===== config.mk =====
export PLATFORM = sky130hd
export DESIGN_NAME = mmc_cmd_framer_flat
export DESIGN_NICKNAME = d
export VERILOG_FILES = /design/src/rtl/mmc_cmd_framer_if.sv /design/src/rtl/mmc_cmd_framer.sv /design/src/flat_wrapper.sv
export SDC_FILE = /design/constraint.sdc
export NUM_CORES = 1
export LEC_CHECK = 0
export CAP_MARGIN = 15
export CORE_ASPECT_RATIO = 0.6
export CORE_MARGIN = 4
export CORE_UTILIZATION = 55
export DETAILED_ROUTE_END_ITERATION = 10
export DONT_BUFFER_PORTS = 1
export PLACE_DENSITY = 0.79
export SYNTH_ARGS = -nofsm -noshare
export SYNTH_HDL_FRONTEND = slang
export SYNTH_SLANG_ARGS = --single-unit

===== constraint.sdc =====
create_clock -name FIFO_clk -period 4.05 [get_ports FIFO_clk]
set_input_delay 0.81 -clock FIFO_clk [delete_from_list [all_inputs] [get_ports FIFO_clk]]
set_output_delay 0.81 -clock FIFO_clk [all_outputs]
set_load 0.02 [all_outputs]

===== src/rtl/mmc_cmd_framer_if.sv =====
// Byte-stream bundle between the MMC edge-detect stage, the command framer
// and the FX2 FIFO4 writer.
//
// Handshake: sample_strobe is a one-cycle qualifier for sample_cmd with no
// back-pressure. On the output side a byte transfers on every FIFO_clk edge
// where out_valid && out_ready are both high. out_data is stable while
// out_valid is high and out_ready is low. out_valid never depends on out_ready.
interface mmc_cmd_framer_if;
    logic       sample_strobe;
    logic       sample_cmd;
    logic [7:0] out_data;
    logic       out_valid;
    logic       out_ready;

    // Environment side: drives the MMC samples and the consumer ready.
    modport master (
        output sample_strobe,
        output sample_cmd,
        output out_ready,
        input  out_data,
        input  out_valid
    );

    // Framer side.
    modport slave (
        input  sample_strobe,
        input  sample_cmd,
        input  out_ready,
        output out_data,
        output out_valid
    );
endinterface


===== src/rtl/mmc_cmd_framer.sv =====
// MMC CMD-line framer. It assembles 48-bit command/response frames from
// strobed CMD samples and checks CRC7 and the end bit. Each frame becomes a
// 7-byte record (status + 6 frame bytes) queued in a small first-word-fall-through
// byte FIFO for the FX2 writer.
module mmc_cmd_framer #(
    parameter int DEPTH = 16,
    parameter int LW    = 5
) (
    input  logic             FIFO_clk,
    input  logic             reset_n,
    mmc_cmd_framer_if.slave  bus,
    output logic             frame_busy,
    output logic [7:0]       drop_count,
    output logic [LW-1:0]    fifo_level,
    output logic             fsm_state     // debug: 1 while the shifter is in SHIFT
);
    localparam int AW = LW - 1;

    typedef enum logic {S_IDLE = 1'b0, S_SHIFT = 1'b1} state_t;

    state_t       state, state_nxt;
    logic [5:0]   bitcnt, bitcnt_nxt;
    logic [47:0]  shreg, shreg_nxt;
    logic [6:0]   crc, crc_nxt;
    logic         done_nxt, frame_done;

    logic [55:0]  hold;
    logic [2:0]   emit_cnt;
    logic [4:0]   seq;
    logic         sticky;
    logic         crc_ok, end_ok, has_room;
    logic         push, pop;
    logic [7:0]   push_data;

    logic [7:0]    mem [DEPTH];
    logic [AW-1:0] wr_ptr, rd_ptr;

    // One serial step of CRC7, polynomial x^7 + x^3 + 1.
    function automatic logic [6:0] crc7_step(input logic [6:0] c, input logic b);
        logic fb;
        fb = c[6] ^ b;
        return {c[5:0], 1'b0} ^ (fb ? 7'h09 : 7'h00);
    endfunction

    // Shifter state, bit count, frame and CRC registers.
    always_ff @(posedge FIFO_clk) begin
        if (!reset_n) begin
            state      <= S_IDLE;
            bitcnt     <= 6'd0;
            shreg      <= 48'd0;
            crc        <= 7'd0;
            frame_done <= 1'b0;
        end else begin
            state      <= state_nxt;
            bitcnt     <= bitcnt_nxt;
            shreg      <= shreg_nxt;
            crc        <= crc_nxt;
            frame_done <= done_nxt;
        end
    end

    // Next-state logic: advance only on a strobe; the CRC covers the first 40 bits.
    always_comb begin
        state_nxt  = state;
        bitcnt_nxt = bitcnt;
        shreg_nxt  = shreg;
        crc_nxt    = crc;
        done_nxt   = 1'b0;
        if (bus.sample_strobe) begin
            case (state)
                S_IDLE: begin
                    if (!bus.sample_cmd) begin
                        state_nxt  = S_SHIFT;
                        bitcnt_nxt = 6'd1;
                        shreg_nxt  = 48'd0;     // start bit is a 0 in bit 0
                        crc_nxt    = 7'd0;      // a zero bit from a zero CRC stays zero
                    end
                end
                S_SHIFT: begin
                    shreg_nxt  = {shreg[46:0], bus.sample_cmd};
                    bitcnt_nxt = bitcnt + 6'd1;
                    if (bitcnt < 6'd40) begin
                        crc_nxt = crc7_step(crc, bus.sample_cmd);
                    end
                    if (bitcnt == 6'd47) begin
                        state_nxt = S_IDLE;
                        done_nxt  = 1'b1;
                    end
                end
                default: state_nxt = S_IDLE;
            endcase
        end
    end

    assign frame_busy = (state == S_SHIFT);
    assign fsm_state  = (state == S_SHIFT);

    assign crc_ok    = (crc == shreg[7:1]);
    assign end_ok    = shreg[0];
    assign has_room  = (fifo_level <= LW'(DEPTH - 7));
    assign push      = (emit_cnt != 3'd0);
    assign push_data = hold[55:48];

    // Capture decision after frame_done, then stream the hold register out one byte per cycle.
    always_ff @(posedge FIFO_clk) begin
        if (!reset_n) begin
            hold       <= 56'd0;
            emit_cnt   <= 3'd0;
            seq        <= 5'd0;
            sticky     <= 1'b0;
            drop_count <= 8'd0;
        end else if (frame_done) begin
            if (has_room) begin
                hold     <= {crc_ok, end_ok, sticky, seq, shreg};
                emit_cnt <= 3'd7;
                seq      <= seq + 5'd1;
                sticky   <= 1'b0;
            end else begin
                if (drop_count != 8'hFF) begin
                    drop_count <= drop_count + 8'd1;
                end
                sticky <= 1'b1;
            end
        end else if (push) begin
            hold     <= {hold[47:0], 8'h00};
            emit_cnt <= emit_cnt - 3'd1;
        end
    end

    assign pop           = bus.out_valid && bus.out_ready;
    assign bus.out_valid = (fifo_level != '0);
    assign bus.out_data  = bus.out_valid ? mem[rd_ptr] : 8'h00;

    // FIFO storage write port.
    always_ff @(posedge FIFO_clk) begin
        if (reset_n && push) begin
            mem[wr_ptr] <= push_data;
        end
    end

    // FIFO pointers and occupancy; pointers wrap naturally at DEPTH.
    always_ff @(posedge FIFO_clk) begin
        if (!reset_n) begin
            wr_ptr     <= '0;
            rd_ptr     <= '0;
            fifo_level <= '0;
        end else begin
            if (push) wr_ptr <= wr_ptr + AW'(1);
            if (pop)  rd_ptr <= rd_ptr + AW'(1);
            case ({push, pop})
                2'b10:   fifo_level <= fifo_level + LW'(1);
                2'b01:   fifo_level <= fifo_level - LW'(1);
                default: fifo_level <= fifo_level;
            endcase
        end
    end

    // Space is reserved before a record starts, so a push into a full FIFO is a design bug.
    a_no_overflow: assert property (@(posedge FIFO_clk) disable iff (!reset_n)
        !(push && fifo_level == LW'(DEPTH)));

endmodule


===== src/flat_wrapper.sv =====
// flat-port wrapper written by rule: the top's interface ports become plain ports
module mmc_cmd_framer_flat 
#(
    parameter int DEPTH = 16,
    parameter int LW    = 5
)
  (FIFO_clk, reset_n, frame_busy, drop_count, fifo_level, fsm_state, bus_sample_strobe, bus_sample_cmd, bus_out_ready, bus_out_data, bus_out_valid);
  mmc_cmd_framer_if bus_i ();
  input  logic FIFO_clk;
  input  logic reset_n;
  output logic frame_busy;
  output logic [7:0] drop_count;
  output logic [LW-1:0] fifo_level;
  output logic fsm_state;
  input wire logic [$bits(bus_i.sample_strobe)-1:0] bus_sample_strobe;
  input wire logic [$bits(bus_i.sample_cmd)-1:0] bus_sample_cmd;
  input wire logic [$bits(bus_i.out_ready)-1:0] bus_out_ready;
  output wire logic [$bits(bus_i.out_data)-1:0] bus_out_data;
  output wire logic [$bits(bus_i.out_valid)-1:0] bus_out_valid;
  assign bus_i.sample_strobe = bus_sample_strobe;
  assign bus_i.sample_cmd = bus_sample_cmd;
  assign bus_i.out_ready = bus_out_ready;
  assign bus_out_data = bus_i.out_data;
  assign bus_out_valid = bus_i.out_valid;
  mmc_cmd_framer #(.DEPTH(DEPTH), .LW(LW)) u_core (.FIFO_clk(FIFO_clk), .reset_n(reset_n), .bus(bus_i), .frame_busy(frame_busy), .drop_count(drop_count), .fifo_level(fifo_level), .fsm_state(fsm_state));
endmodule

# Yosys cells after proc, flatten, opt, wreduce, memory -nomap -nowiden
# Memories as Yosys holds them, arrays and structs flattened. A register that Yosys moved wholly into a read port is not among the register bits.
# Cells that the tools add are included.
[totals] output_inout_bits=24 word_cells=73 latchBits=0 n_memories=1 rom_bits=0 mem_bits_rw=128 regBits=149 inputBits=5
[op_classes] n_div=0 reduce_logical=12 n_bitwise=4 mux=25 n_shift=0 addsub=8 eq_ne=8 multipliers=0 n_lt_le_gt_ge=2
[memory_table] name="u_core.mem" words=16 width=8 rd=1 rd_ports_with_merged_regs=1 write_ports=1 line="mmc_cmd_framer.sv:35" text="logic [7:0] mem [DEPTH];"
[op_table] operator="$mux W56" count=3
[op_table] operator="$pmux W48 S2" count=1
[op_table] operator="$mux W48" count=1
[op_table] operator="$mux W7" count=2
[op_table] operator="$pmux W7 S2" count=1
[op_table] operator="$mux W4" count=3
[op_table] operator="$pmux W6 S2" count=1
[op_table] operator="$add A5 B1 Y5 const B" count=2
[op_table] operator="$pmux W5 S2" count=1
[op_table] operator="$mux W3" count=3
[op_table] operator="$reduce_and A3 Y1" count=3
[op_table] operator="$add A4 B1 Y4 const B" count=2
[op_table] operator="$add A8 B1 Y8 const B" count=1
[op_table] operator="$mux W8" count=1
[op_table] operator="$ne A8 B8 Y1 const B" count=1
[op_table] operator="$eq A7 B7 Y1" count=1
[op_table] operator="$xor A7 B7 Y7" count=1
[op_table] operator="$add A6 B1 Y6 const B" count=1
[op_table] operator="$eq A6 B6 Y1 const B" count=1
[op_table] operator="$lt A6 B6 Y1 const B" count=1
[op_table] operator="$mux W1" count=6
[op_table] operator="$mux W6" count=1
[op_table] operator="$ne A2 B2 Y1 const B" count=3
[op_table] operator="$reduce_and A2 Y1" count=3
[op_table] operator="other kinds (12)" count=15

# Depth between registers and ports, before layout
# Gate-level depths: netlist of the first run.
[depth] ltp_word=5 depth_mapped=13 mapped_depth_nobuf=11

# Worst setup path after synthesis of the first run
# Ideal clock, no wire load.
[synth_timing] kind="register -> register" startpoint="reg u_core.fifo_level[1]" endpoint="reg u_core.fifo_level[4]" synth_period_minus_slack_ns=2.843 stages_incl_launch_ff=13 path_buffers=2 t_arrival_ns=2.772 required_time_ns=3.978 setup_ns=0.072 setup_slack_ns=1.207 path_cell_list="dfxtp_1 -> buf_6 -> or4_4 -> o21ai_2 -> inv_1 -> ha_1 -> clkbuf_1 -> xor2_1 -> ha_1 -> nor3_1 -> a32o_1 -> a211oi_1 -> mux2i_1"
[synth_via] elab_chain_cells=4 word_cells_on_any_way=8 classes_between="add/sub: 2; eq/ne: 2; mux: 1; reduce/logical: 3"
[synth_rtl] element="start: declaration" line="mmc_cmd_framer.sv:14" text="output logic [LW-1:0] fifo_level,"
[synth_rtl] element="start signal: assignment" line="mmc_cmd_framer.sv:151" text="2'b10: fifo_level <= fifo_level + LW'(1);"
[synth_rtl] element="start signal: assignment" line="mmc_cmd_framer.sv:152" text="2'b01: fifo_level <= fifo_level - LW'(1);"
[synth_rtl] element="start signal: assignment" line="mmc_cmd_framer.sv:153" text="default: fifo_level <= fifo_level;"
[synth_rtl] element="$reduce_bool A5 Y1 (*)" line="mmc_cmd_framer.sv:131" text="assign bus.out_valid = (fifo_level != '0);"
[synth_rtl] element="$logic_and A1 B1 Y1 (*)" line="mmc_cmd_framer.sv:130" text="assign pop = bus.out_valid && bus.out_ready;"
[synth_rtl] element="named net u_core.pop" line="mmc_cmd_framer.sv:32" text="logic push, pop;"
[synth_rtl] element="$eq A2 B1 Y1 or $eq A2 B2 Y1 (tied branches)" line="mmc_cmd_framer.sv:150" text="case ({push, pop})"
[synth_rtl] element="$pmux W5 S2 or $reduce_bool A2 Y1 (tied branches)"
# Mark *: on every way through the listed nets, which the timed path passes. The rest lies on a longest branch.
# A chain may end at the register's enable or synchronous reset.

==> impl_metrics.xml, run 1 <==
<?xml version="1.0" encoding="UTF-8"?>
<metrics>
  <group name="cts">
    <metric name="numCtsBuffers" unit="">25</metric>
    <metric name="max-clock-path-buffers" unit="">3</metric>
    <metric name="htree_num_levels" unit="">1</metric>
    <metric name="cts.root.buffer_cell" unit="">sky130_fd_sc_hd__clkbuf_16</metric>
    <metric name="post_cts.repair.setup_buffers" unit="">0</metric>
    <metric name="tritoncts_clock_tree" unit="">done</metric>
    <metric name="insertion_delay" unit="ns">0.53</metric>
    <metric name="holdBufCountCts" unit="">0</metric>
    <metric name="clk_transition_reported_paths" unit="ns">0.06</metric>
    <metric name="cts.sink_count" unit="">281</metric>
    <metric name="post_cts_resize_count" unit="">0</metric>
  </group>
  <group name="sta">
    <metric name="final_setup_tns" unit="ns">0</metric>
    <metric name="hold_violations" unit="">0</metric>
    <metric name="finalSetupViolations" unit="">0</metric>
    <metric name="rsz0062_at_grt" unit="">no</metric>
    <metric name="min_period" unit="ns">3.45</metric>
    <metric name="timing_worst_slew_pin_value" unit="ns">1.16</metric>
    <metric name="final-max-slew-violation-count" unit="">0</metric>
    <metric name="headroom_to_the_max_slew_limit" unit="%">22.2</metric>
    <metric name="final.period_utilization" unit="%">85.3</metric>
    <metric name="fin_hold_ws" unit="ns">0.420</metric>
    <metric name="final.setup_skew" unit="ns">0.0178</metric>
    <metric name="timing.fmax" unit="MHz">290</metric>
  </group>
  <group name="place">
    <metric name="gpl.final_weighted_congestion" unit="">0.809</metric>
    <metric name="place.port_buffers" unit="">0</metric>
    <metric name="hpwlAfterDp" unit="um">14700</metric>
  </group>
  <group name="synthesis">
    <metric name="synth_top_cell_area_share" unit="%">33.7</metric>
    <metric name="synth_enable_flop_cells" unit="">128</metric>
    <metric name="yosysWarnings" unit="">0</metric>
    <metric name="synth.cell_area" unit="um^2">11400</metric>
    <metric name="netlist-cell-type-count" unit="">55</metric>
    <metric name="syn-mean-instance-area" unit="um^2">12.5</metric>
    <metric name="mappedNetlistNets" unit="">930</metric>
    <metric name="asyncSetResetFlopFracSynth" unit="%">0</metric>
    <metric name="synth.largest_area_cell" unit="">sky130_fd_sc_hd__edfxtp_1</metric>
    <metric name="yosysSeqAreaShare" unit="%">60.5</metric>
    <metric name="ys_seq_elements" unit="">281</metric>
    <metric name="yosys-top-cells-count" unit="">sky130_fd_sc_hd__dfxtp_1, sky130_fd_sc_hd__edfxtp_1, sky130_fd_sc_hd__nor2_1</metric>
    <metric name="leading_post_synthesis_cells_by_cell_area" unit="">sky130_fd_sc_hd__edfxtp_1, sky130_fd_sc_hd__dfxtp_1, sky130_fd_sc_hd__mux4_2</metric>
    <metric name="synth_cells" unit="">913</metric>
    <metric name="synth_most_common_cell" unit="">sky130_fd_sc_hd__dfxtp_1</metric>
    <metric name="synthFlopType" unit="">sky130_fd_sc_hd__dfxtp_1</metric>
  </group>
  <group name="critical_path">
    <metric name="critPathArrivalTime" unit="ns">2.64</metric>
    <metric name="cp-endpoint" unit="">bus_out_data[3]</metric>
    <metric name="crit_required" unit="ns">3.24</metric>
    <metric name="nature_of_the_critical_path_endpoint" unit="">output pin</metric>
    <metric name="regToRegEndpoint" unit="">u_core.fifo_level[4]</metric>
    <metric name="path_class" unit="">reg2out</metric>
    <metric name="reg2reg_slack" unit="ns">1.03</metric>
    <metric name="cp_num_buf_inv" unit="">1</metric>
    <metric name="r2r-start" unit="">u_core.fifo_level[1]</metric>
    <metric name="cp_cell_sequence" unit="">buf_4 -&gt; mux4_2 -&gt; mux2i_1 -&gt; o22ai_1</metric>
    <metric name="cpLargestDelayFamily" unit="">flip-flops</metric>
    <metric name="rr_worst_depth" unit="">10</metric>
    <metric name="worst_path_maximum_fanout" unit="">21</metric>
    <metric name="cp-start-kind" unit="">flip-flop</metric>
    <metric name="critical_path.slowest_cell" unit="">sky130_fd_sc_hd__dfxtp_2</metric>
    <metric name="critical_path_cell_count" unit="">4</metric>
    <metric name="crit_path_max_incr_delay" unit="ns">0.81</metric>
  </group>
  <group name="global_route">
    <metric name="global_route.overflow_total" unit="">0</metric>
    <metric name="grt_antenna_before_repair" unit="">0</metric>
    <metric name="grt_util_met2" unit="%">28.7</metric>
    <metric name="top_usage_layer" unit="">met1</metric>
    <metric name="track_usage" unit="%">20.6</metric>
    <metric name="grt_first_pass_wirelength" unit="um">39200</metric>
    <metric name="globalRouteMet3Util" unit="%">4.69</metric>
    <metric name="met1_track_usage_gr" unit="%">32.8</metric>
    <metric name="vias_in_the_first_global_route" unit="">6886</metric>
    <metric name="pin_count_of_the_biggest_net_entering_global_routing" unit="">76</metric>
  </group>
  <group name="pwr">
    <metric name="clkPwrFrac" unit="%">27.6</metric>
    <metric name="sequentialPowerShare" unit="%">49.2</metric>
    <metric name="power.density_cell_area" unit="nW/um^2">655</metric>
    <metric name="static-leakage-power" unit="nW">3.93</metric>
    <metric name="power.share.combinational" unit="%">23.2</metric>
    <metric name="total_switching_power" unit="W">0.00257</metric>
    <metric name="p_sw_share" unit="%">31.9</metric>
    <metric name="p_int" unit="W">0.00548</metric>
    <metric name="irDropWorstVdd" unit="mV">0.564</metric>
  </group>
  <group name="min_path">
    <metric name="startpoint_of_the_most_critical_hold_path" unit="">reset_n</metric>
    <metric name="holdCritPathClass" unit="">in2reg</metric>
  </group>
  <group name="drt">
    <metric name="wirelength" unit="um">24100</metric>
    <metric name="post-route-drc-count" unit="">0</metric>
    <metric name="ant_nets" unit="">0</metric>
    <metric name="routed_wire_length_per_instance" unit="um">20.6</metric>
    <metric name="detail_route.vias_per_cell" unit="">6.31</metric>
    <metric name="vias" unit="">7381</metric>
    <metric name="detailedRoute.firstIterationViolations" unit="">729</metric>
    <metric name="firstDrtPassIters" unit="">5</metric>
  </group>
  <group name="floorplan">
    <metric name="die_x" unit="um">194</metric>
    <metric name="fp.dieH" unit="um">120</metric>
    <metric name="ioPinCount" unit="">29</metric>
    <metric name="floorplan.die_area" unit="um^2">23200</metric>
    <metric name="starting_density" unit="%">56.6</metric>
    <metric name="rows" unit="">40</metric>
    <metric name="core-area" unit="um^2">20200</metric>
  </group>
  <group name="final_layout">
    <metric name="nNetsFinal" unit="">896</metric>
    <metric name="num-fill-cells" unit="">1478</metric>
    <metric name="area.growth.synth_to_final" unit="%">7.73</metric>
    <metric name="area_of_the_multi_input_gates" unit="um^2">4130</metric>
    <metric name="layout-drive-gt1-share" unit="%">10.8</metric>
    <metric name="finish.utilization" unit="%">61.0</metric>
    <metric name="insertedDiodeCount" unit="">0</metric>
    <metric name="area.sequential" unit="um^2">6910</metric>
  </group>
  <group name="job">
    <metric name="drv.max_cap_violation_count" unit="">0</metric>
  </group>
  <group name="outcome">
    <metric name="run_status" unit="">finished clean</metric>
  </group>
</metrics>
## how the worst min path moves through the flow
stage	to	slack (ns)	depth (start not counted)
after CTS	u_core.rd_ptr[3]	0.40	1
final	u_core.rd_ptr[3]	0.42	1
after floorplan	u_core.emit_cnt[0]	0.44	1
after global placement	u_core.emit_cnt[0]	0.46	1
after global routing	u_core.rd_ptr[3]	0.41	1
after detailed placement	u_core.emit_cnt[0]	0.46	1
## final cells by class
type / instances / share of cell area, %
clock buffer: 40 / 5.88
clock inverter: 5 / 0.254
inverter: 10 / 0.326
multi-input combinational: 547 / 33.6
sequential: 281 / 56.2
tap: 273 / 2.78
timing repair buffer: 14 / 0.957
## power by group through the flow
stage / Clock, W / Combinational, W / Sequential [W]
2_1_floorplan: 0 / 0.00160 / 0.00380
3_3_place_gp: 0 / 0.00179 / 0.00399
3_5_place_dp: 0 / 0.00185 / 0.00402
4_1_cts: 0.00225 / 0.00186 / 0.00396
5_1_grt: 0.00237 / 0.00206 / 0.00403
6_report: 0.00222 / 0.00187 / 0.00396
## cells by family (layout without fill, tap and decap cells)
| group | Yosys count | after routing | share of synthesized area, % |
|---|---|---|---|
| xor gates and xnor gates | 23 | 23 | 1.76 |
| and+or+nand+nor | 247 | 247 | 10.5 |
| muxes | 99 | 99 | 12.2 |
| buffers and inverters | 85 | 69 | 3.37 |
| DFF | 281 | 281 | 60.5 |
| AOI/OAI and AO/OA | 166 | 166 | 10.3 |
| adders and majority gates | 12 | 12 | 1.32 |
## state kept, by name, indices dropped and copies added, names as in the netlist, named ones only
signal,flops
u_core.wr_ptr,4
u_core.frame_busy,1
u_core.emit_cnt,3
u_core.fifo_level,5
u_core.drop_count,8
u_core.frame_done,1
u_core.seq,5
u_core.bitcnt,6
u_core.mem,128
u_core.rd_ptr,4
u_core.hold,56
u_core.sticky,1
u_core.shreg,48
u_core.crc,7
## layout by cell type (no fill, tap or decap), types with 3 or more instances in the layout
| cell type | n |
|---|---|
| sky130_fd_sc_hd__buf_4 | 13 |
| sky130_fd_sc_hd__nor3_1 | 56 |
| sky130_fd_sc_hd__xnor2_1 | 10 |
| sky130_fd_sc_hd__ha_1 | 12 |
| sky130_fd_sc_hd__a22oi_1 | 52 |
| sky130_fd_sc_hd__mux4_2 | 32 |
| sky130_fd_sc_hd__mux2i_1 | 67 |
| sky130_fd_sc_hd__or4_1 | 4 |
| sky130_fd_sc_hd__clkbuf_16 | 25 |
| sky130_fd_sc_hd__xor2_1 | 13 |
| sky130_fd_sc_hd__o31ai_1 | 3 |
| sky130_fd_sc_hd__edfxtp_1 | 128 |
| sky130_fd_sc_hd__nor2_1 | 84 |
| sky130_fd_sc_hd__clkinv_2 | 3 |
| sky130_fd_sc_hd__a21oi_1 | 25 |
| sky130_fd_sc_hd__o21ai_0 | 5 |
| sky130_fd_sc_hd__nand2_1 | 30 |
| sky130_fd_sc_hd__a211oi_1 | 51 |
| sky130_fd_sc_hd__clkbuf_1 | 10 |
| sky130_fd_sc_hd__o22ai_1 | 9 |
| sky130_fd_sc_hd__nand3_1 | 27 |
| sky130_fd_sc_hd__dfxtp_1 | 151 |
| sky130_fd_sc_hd__nand2b_1 | 11 |
| sky130_fd_sc_hd__clkbuf_8 | 4 |
| sky130_fd_sc_hd__a31oi_1 | 4 |
| sky130_fd_sc_hd__nand4_1 | 12 |
| sky130_fd_sc_hd__inv_1 | 7 |
## routing by layer
| metal | vias to the layer above | routed length [um] |
|---|---|---|
| met5 | - | 0 |
| met4 | 0 | 514 |
| met3 | 46 | 2210 |
| met2 | 311 | 10200 |
| met1 | 3629 | 11200 |
| li1 | 3395 | - |
## per-stage QoR
stage	power [W]	instances	instance area, um^2	setup WS (ns)
after floorplan	0.00540	913	11400	1.21
after global placement	0.00579	1125	11500	1.15
after detailed placement	0.00586	1125	11500	1.06
after CTS	0.00807	1170	12300	0.523
after global routing	0.00846	1170	12300	0.382
final	0.00805	1170	12300	0.597
Power figures use the tool's default switching activity.
==> run 2, diff against run 1 <==
--- a/config.mk
+++ b/config.mk
@@ -9,6 +9,7 @@
 export CORE_ASPECT_RATIO = 0.6
 export CORE_MARGIN = 4
 export CORE_UTILIZATION = 55
+export CTS_CLUSTER_DIAMETER = 120
 export DETAILED_ROUTE_END_ITERATION = 10
 export DONT_BUFFER_PORTS = 1
 export PLACE_DENSITY = 0.79
==> constraint.sdc (replaced) <==
create_clock -name FIFO_clk -period 3.3 [get_ports FIFO_clk]
set_input_delay 0.66 -clock FIFO_clk [delete_from_list [all_inputs] [get_ports FIFO_clk]]
set_output_delay 0.66 -clock FIFO_clk [all_outputs]
set_load 0.02 [all_outputs]
==> run 2 against run 1 <==
- critical path type unchanged
- clock skew is 0.0073 ns lower
- non-clock buffer count rose by 10
- clock power increased by 38%
- largest power group unchanged
- critical endpoint is now bus_out_data[1]
- global-route usage rose by 0.19 points
==> impl_metrics.xml, run 2 (same netlist as run 1, synthesis figures left out) <==
<?xml version="1.0" encoding="UTF-8"?>
<metrics>
  <group name="outcome">
    <metric name="run_status" unit="">finished clean</metric>
  </group>
  <group name="drt">
    <metric name="ant_nets" unit="">0</metric>
    <metric name="routed_wire_length_per_instance" unit="um">20.6</metric>
    <metric name="detail_route.vias_per_cell" unit="">6.30</metric>
    <metric name="firstDrtPassIters" unit="">5</metric>
    <metric name="wirelength_met1" unit="um">11500</metric>
    <metric name="wl_met2" unit="um">10400</metric>
    <metric name="dr.max_layer_used" unit="">met4</metric>
    <metric name="route.met3.wl" unit="um">2060</metric>
    <metric name="wirelength" unit="um">24300</metric>
    <metric name="detailedRoute.firstIterationViolations" unit="">913</metric>
    <metric name="vias" unit="">7457</metric>
    <metric name="post-route-drc-count" unit="">0</metric>
  </group>
  <group name="cts">
    <metric name="insertion_delay" unit="ns">0.53</metric>
    <metric name="post_cts_resize_count" unit="">0</metric>
    <metric name="cts.root.buffer_cell" unit="">sky130_fd_sc_hd__clkbuf_16</metric>
    <metric name="max-clock-path-buffers" unit="">3</metric>
    <metric name="holdBufCountCts" unit="">0</metric>
    <metric name="numCtsBuffers" unit="">26</metric>
    <metric name="post_cts.repair.setup_buffers" unit="">0</metric>
    <metric name="cts.sink_count" unit="">281</metric>
    <metric name="tritoncts_clock_tree" unit="">done</metric>
    <metric name="htree_num_levels" unit="">1</metric>
    <metric name="clk_transition_reported_paths" unit="ns">0.07</metric>
  </group>
  <group name="sta">
    <metric name="timing_worst_slew_pin_value" unit="ns">1.03</metric>
    <metric name="min_period" unit="ns">3.08</metric>
    <metric name="final.setup_skew" unit="ns">0.0104</metric>
    <metric name="finalSetupViolations" unit="">0</metric>
    <metric name="timing.fmax" unit="MHz">324</metric>
    <metric name="final-max-slew-violation-count" unit="">0</metric>
    <metric name="fin_hold_ws" unit="ns">0.262</metric>
    <metric name="final_setup_tns" unit="ns">0</metric>
    <metric name="final.period_utilization" unit="%">93.5</metric>
    <metric name="rsz0062_at_grt" unit="">no</metric>
    <metric name="headroom_to_the_max_slew_limit" unit="%">31.2</metric>
    <metric name="hold_violations" unit="">0</metric>
  </group>
  <group name="critical_path">
    <metric name="r2r-start" unit="">u_core.fifo_level[0]</metric>
    <metric name="nature_of_the_critical_path_endpoint" unit="">output pin</metric>
    <metric name="regToRegEndpoint" unit="">u_core.fifo_level[4]</metric>
    <metric name="cp-start-kind" unit="">flip-flop</metric>
    <metric name="worst_path_maximum_fanout" unit="">16</metric>
    <metric name="critPathArrivalTime" unit="ns">2.42</metric>
    <metric name="reg2reg_slack" unit="ns">0.43</metric>
    <metric name="path_class" unit="">reg2out</metric>
    <metric name="crit_required" unit="ns">2.64</metric>
    <metric name="rr_worst_depth" unit="">10</metric>
  </group>
  <group name="job">
    <metric name="drv.max_cap_violation_count" unit="">0</metric>
  </group>
  <group name="global_route">
    <metric name="track_usage" unit="%">20.8</metric>
    <metric name="vias_in_the_first_global_route" unit="">7006</metric>
    <metric name="grt_first_pass_wirelength" unit="um">39500</metric>
    <metric name="global_route.overflow_total" unit="">0</metric>
    <metric name="grt_antenna_before_repair" unit="">0</metric>
    <metric name="pin_count_of_the_biggest_net_entering_global_routing" unit="">71</metric>
  </group>
  <group name="final_layout">
    <metric name="layout-drive-gt1-share" unit="%">12.5</metric>
    <metric name="largest-register" unit="">u_core.mem</metric>
    <metric name="final_cell_mix" unit="">sky130_fd_sc_hd__dfxtp_1, sky130_fd_sc_hd__edfxtp_1, sky130_fd_sc_hd__nor2_1</metric>
    <metric name="insertedDiodeCount" unit="">0</metric>
    <metric name="final_common_cell" unit="">sky130_fd_sc_hd__dfxtp_1</metric>
    <metric name="nNetsFinal" unit="">907</metric>
    <metric name="finish.utilization" unit="%">62.1</metric>
    <metric name="layout_top_registers" unit="">u_core.mem x128, u_core.hold x56, u_core.shreg x48</metric>
    <metric name="postLayoutCellArea" unit="um^2">12500</metric>
    <metric name="area.growth.synth_to_final" unit="%">9.68</metric>
    <metric name="flip_flop_count_of_the_largest_register_all_copies_and_words_added" unit="">128</metric>
  </group>
  <group name="pwr">
    <metric name="sequentialPowerShare" unit="%">46.5</metric>
    <metric name="p_sw_share" unit="%">31.4</metric>
    <metric name="power.density_cell_area" unit="nW/um^2">821</metric>
    <metric name="total_switching_power" unit="W">0.00323</metric>
    <metric name="p_int" unit="W">0.00705</metric>
    <metric name="totalPowerFinal" unit="W">0.0103</metric>
    <metric name="clkPwrFrac" unit="%">29.8</metric>
    <metric name="static-leakage-power" unit="nW">4.05</metric>
    <metric name="power.share.combinational" unit="%">23.7</metric>
    <metric name="irDropWorstVdd" unit="mV">0.561</metric>
  </group>
  <group name="min_path">
    <metric name="holdCritPathClass" unit="">in2reg</metric>
    <metric name="startpoint_of_the_most_critical_hold_path" unit="">reset_n</metric>
    <metric name="worstHoldPathCells" unit="">1</metric>
  </group>
  <group name="floorplan">
    <metric name="starting_density" unit="%">56.6</metric>
    <metric name="fp.dieH" unit="um">120</metric>
    <metric name="rows" unit="">40</metric>
    <metric name="die_x" unit="um">194</metric>
    <metric name="core-area" unit="um^2">20200</metric>
    <metric name="floorplan.die_area" unit="um^2">23200</metric>
    <metric name="ioPinCount" unit="">29</metric>
  </group>
  <group name="place">
    <metric name="gpl.final_weighted_congestion" unit="">0.805</metric>
    <metric name="hpwlAfterDp" unit="um">14900</metric>
    <metric name="postPlaceCellArea" unit="um^2">11600</metric>
    <metric name="place.port_buffers" unit="">0</metric>
  </group>
</metrics>
## run 2: through the flow
stage | setup slack, ns | std cells
finish | 0.216 | 1183
global route | 0.0205 | 1183
CTS | 0.154 | 1183
detailed placement | 0.482 | 1135
global placement | 0.617 | 1135
floorplan | 0.457 | 913
## run 2: per-layer routing
layer	vias to the layer above	GRT usage, %
li1	3415	-
met1	3708	33.3
met2	298	29.2
met3	36	4.24
met4	0	4.78
met5	-	0
## run 2: power by group through the flow
stage / Sequential, W / Clock (W) / Combinational, W
after floorplan: 0.00466 / 0 / 0.00197
after global placement: 0.00482 / 0 / 0.00232
after detailed placement: 0.00485 / 0 / 0.00239
after CTS: 0.00478 / 0.00311 / 0.00243
after global routing: 0.00486 / 0.00328 / 0.00267
final: 0.00478 / 0.00306 / 0.00243
## run 2: worst max path at each step
stage / depth (start not counted) / slack, ns / to / from
final: 4 / 0.22 / bus_out_data[1] / flip-flop
after global routing: 4 / 0.02 / bus_out_data[2] / flip-flop
after detailed placement: 10 / 0.48 / u_core.fifo_level[4] / u_core.fifo_level[0]
after CTS: 4 / 0.15 / bus_out_data[1] / flip-flop
after global placement: 10 / 0.62 / u_core.fifo_level[4] / u_core.fifo_level[0]
after floorplan: 12 / 0.46 / u_core.fifo_level[4] / u_core.fifo_level[1]
## run 2: layout make-up
class / count / area (um^2)
Sequential cell: 281 / 6910
Clock inverter: 15 / 130
Tap cell: 273 / 342
Multi-Input combinational cell: 547 / 4130
Clock buffer: 33 / 759
Inverter: 10 / 40.0
Fill cell: 1451 / 7650
Timing Repair Buffer: 24 / 205
## run 2: worst max-delay path: stages, from the launching register on
cell	delay [ns]
sky130_fd_sc_hd__dfxtp_2	0.69
sky130_fd_sc_hd__buf_4	0.31
sky130_fd_sc_hd__mux4_2	0.52
sky130_fd_sc_hd__mux2i_1	0.17
sky130_fd_sc_hd__o22ai_1	0.21
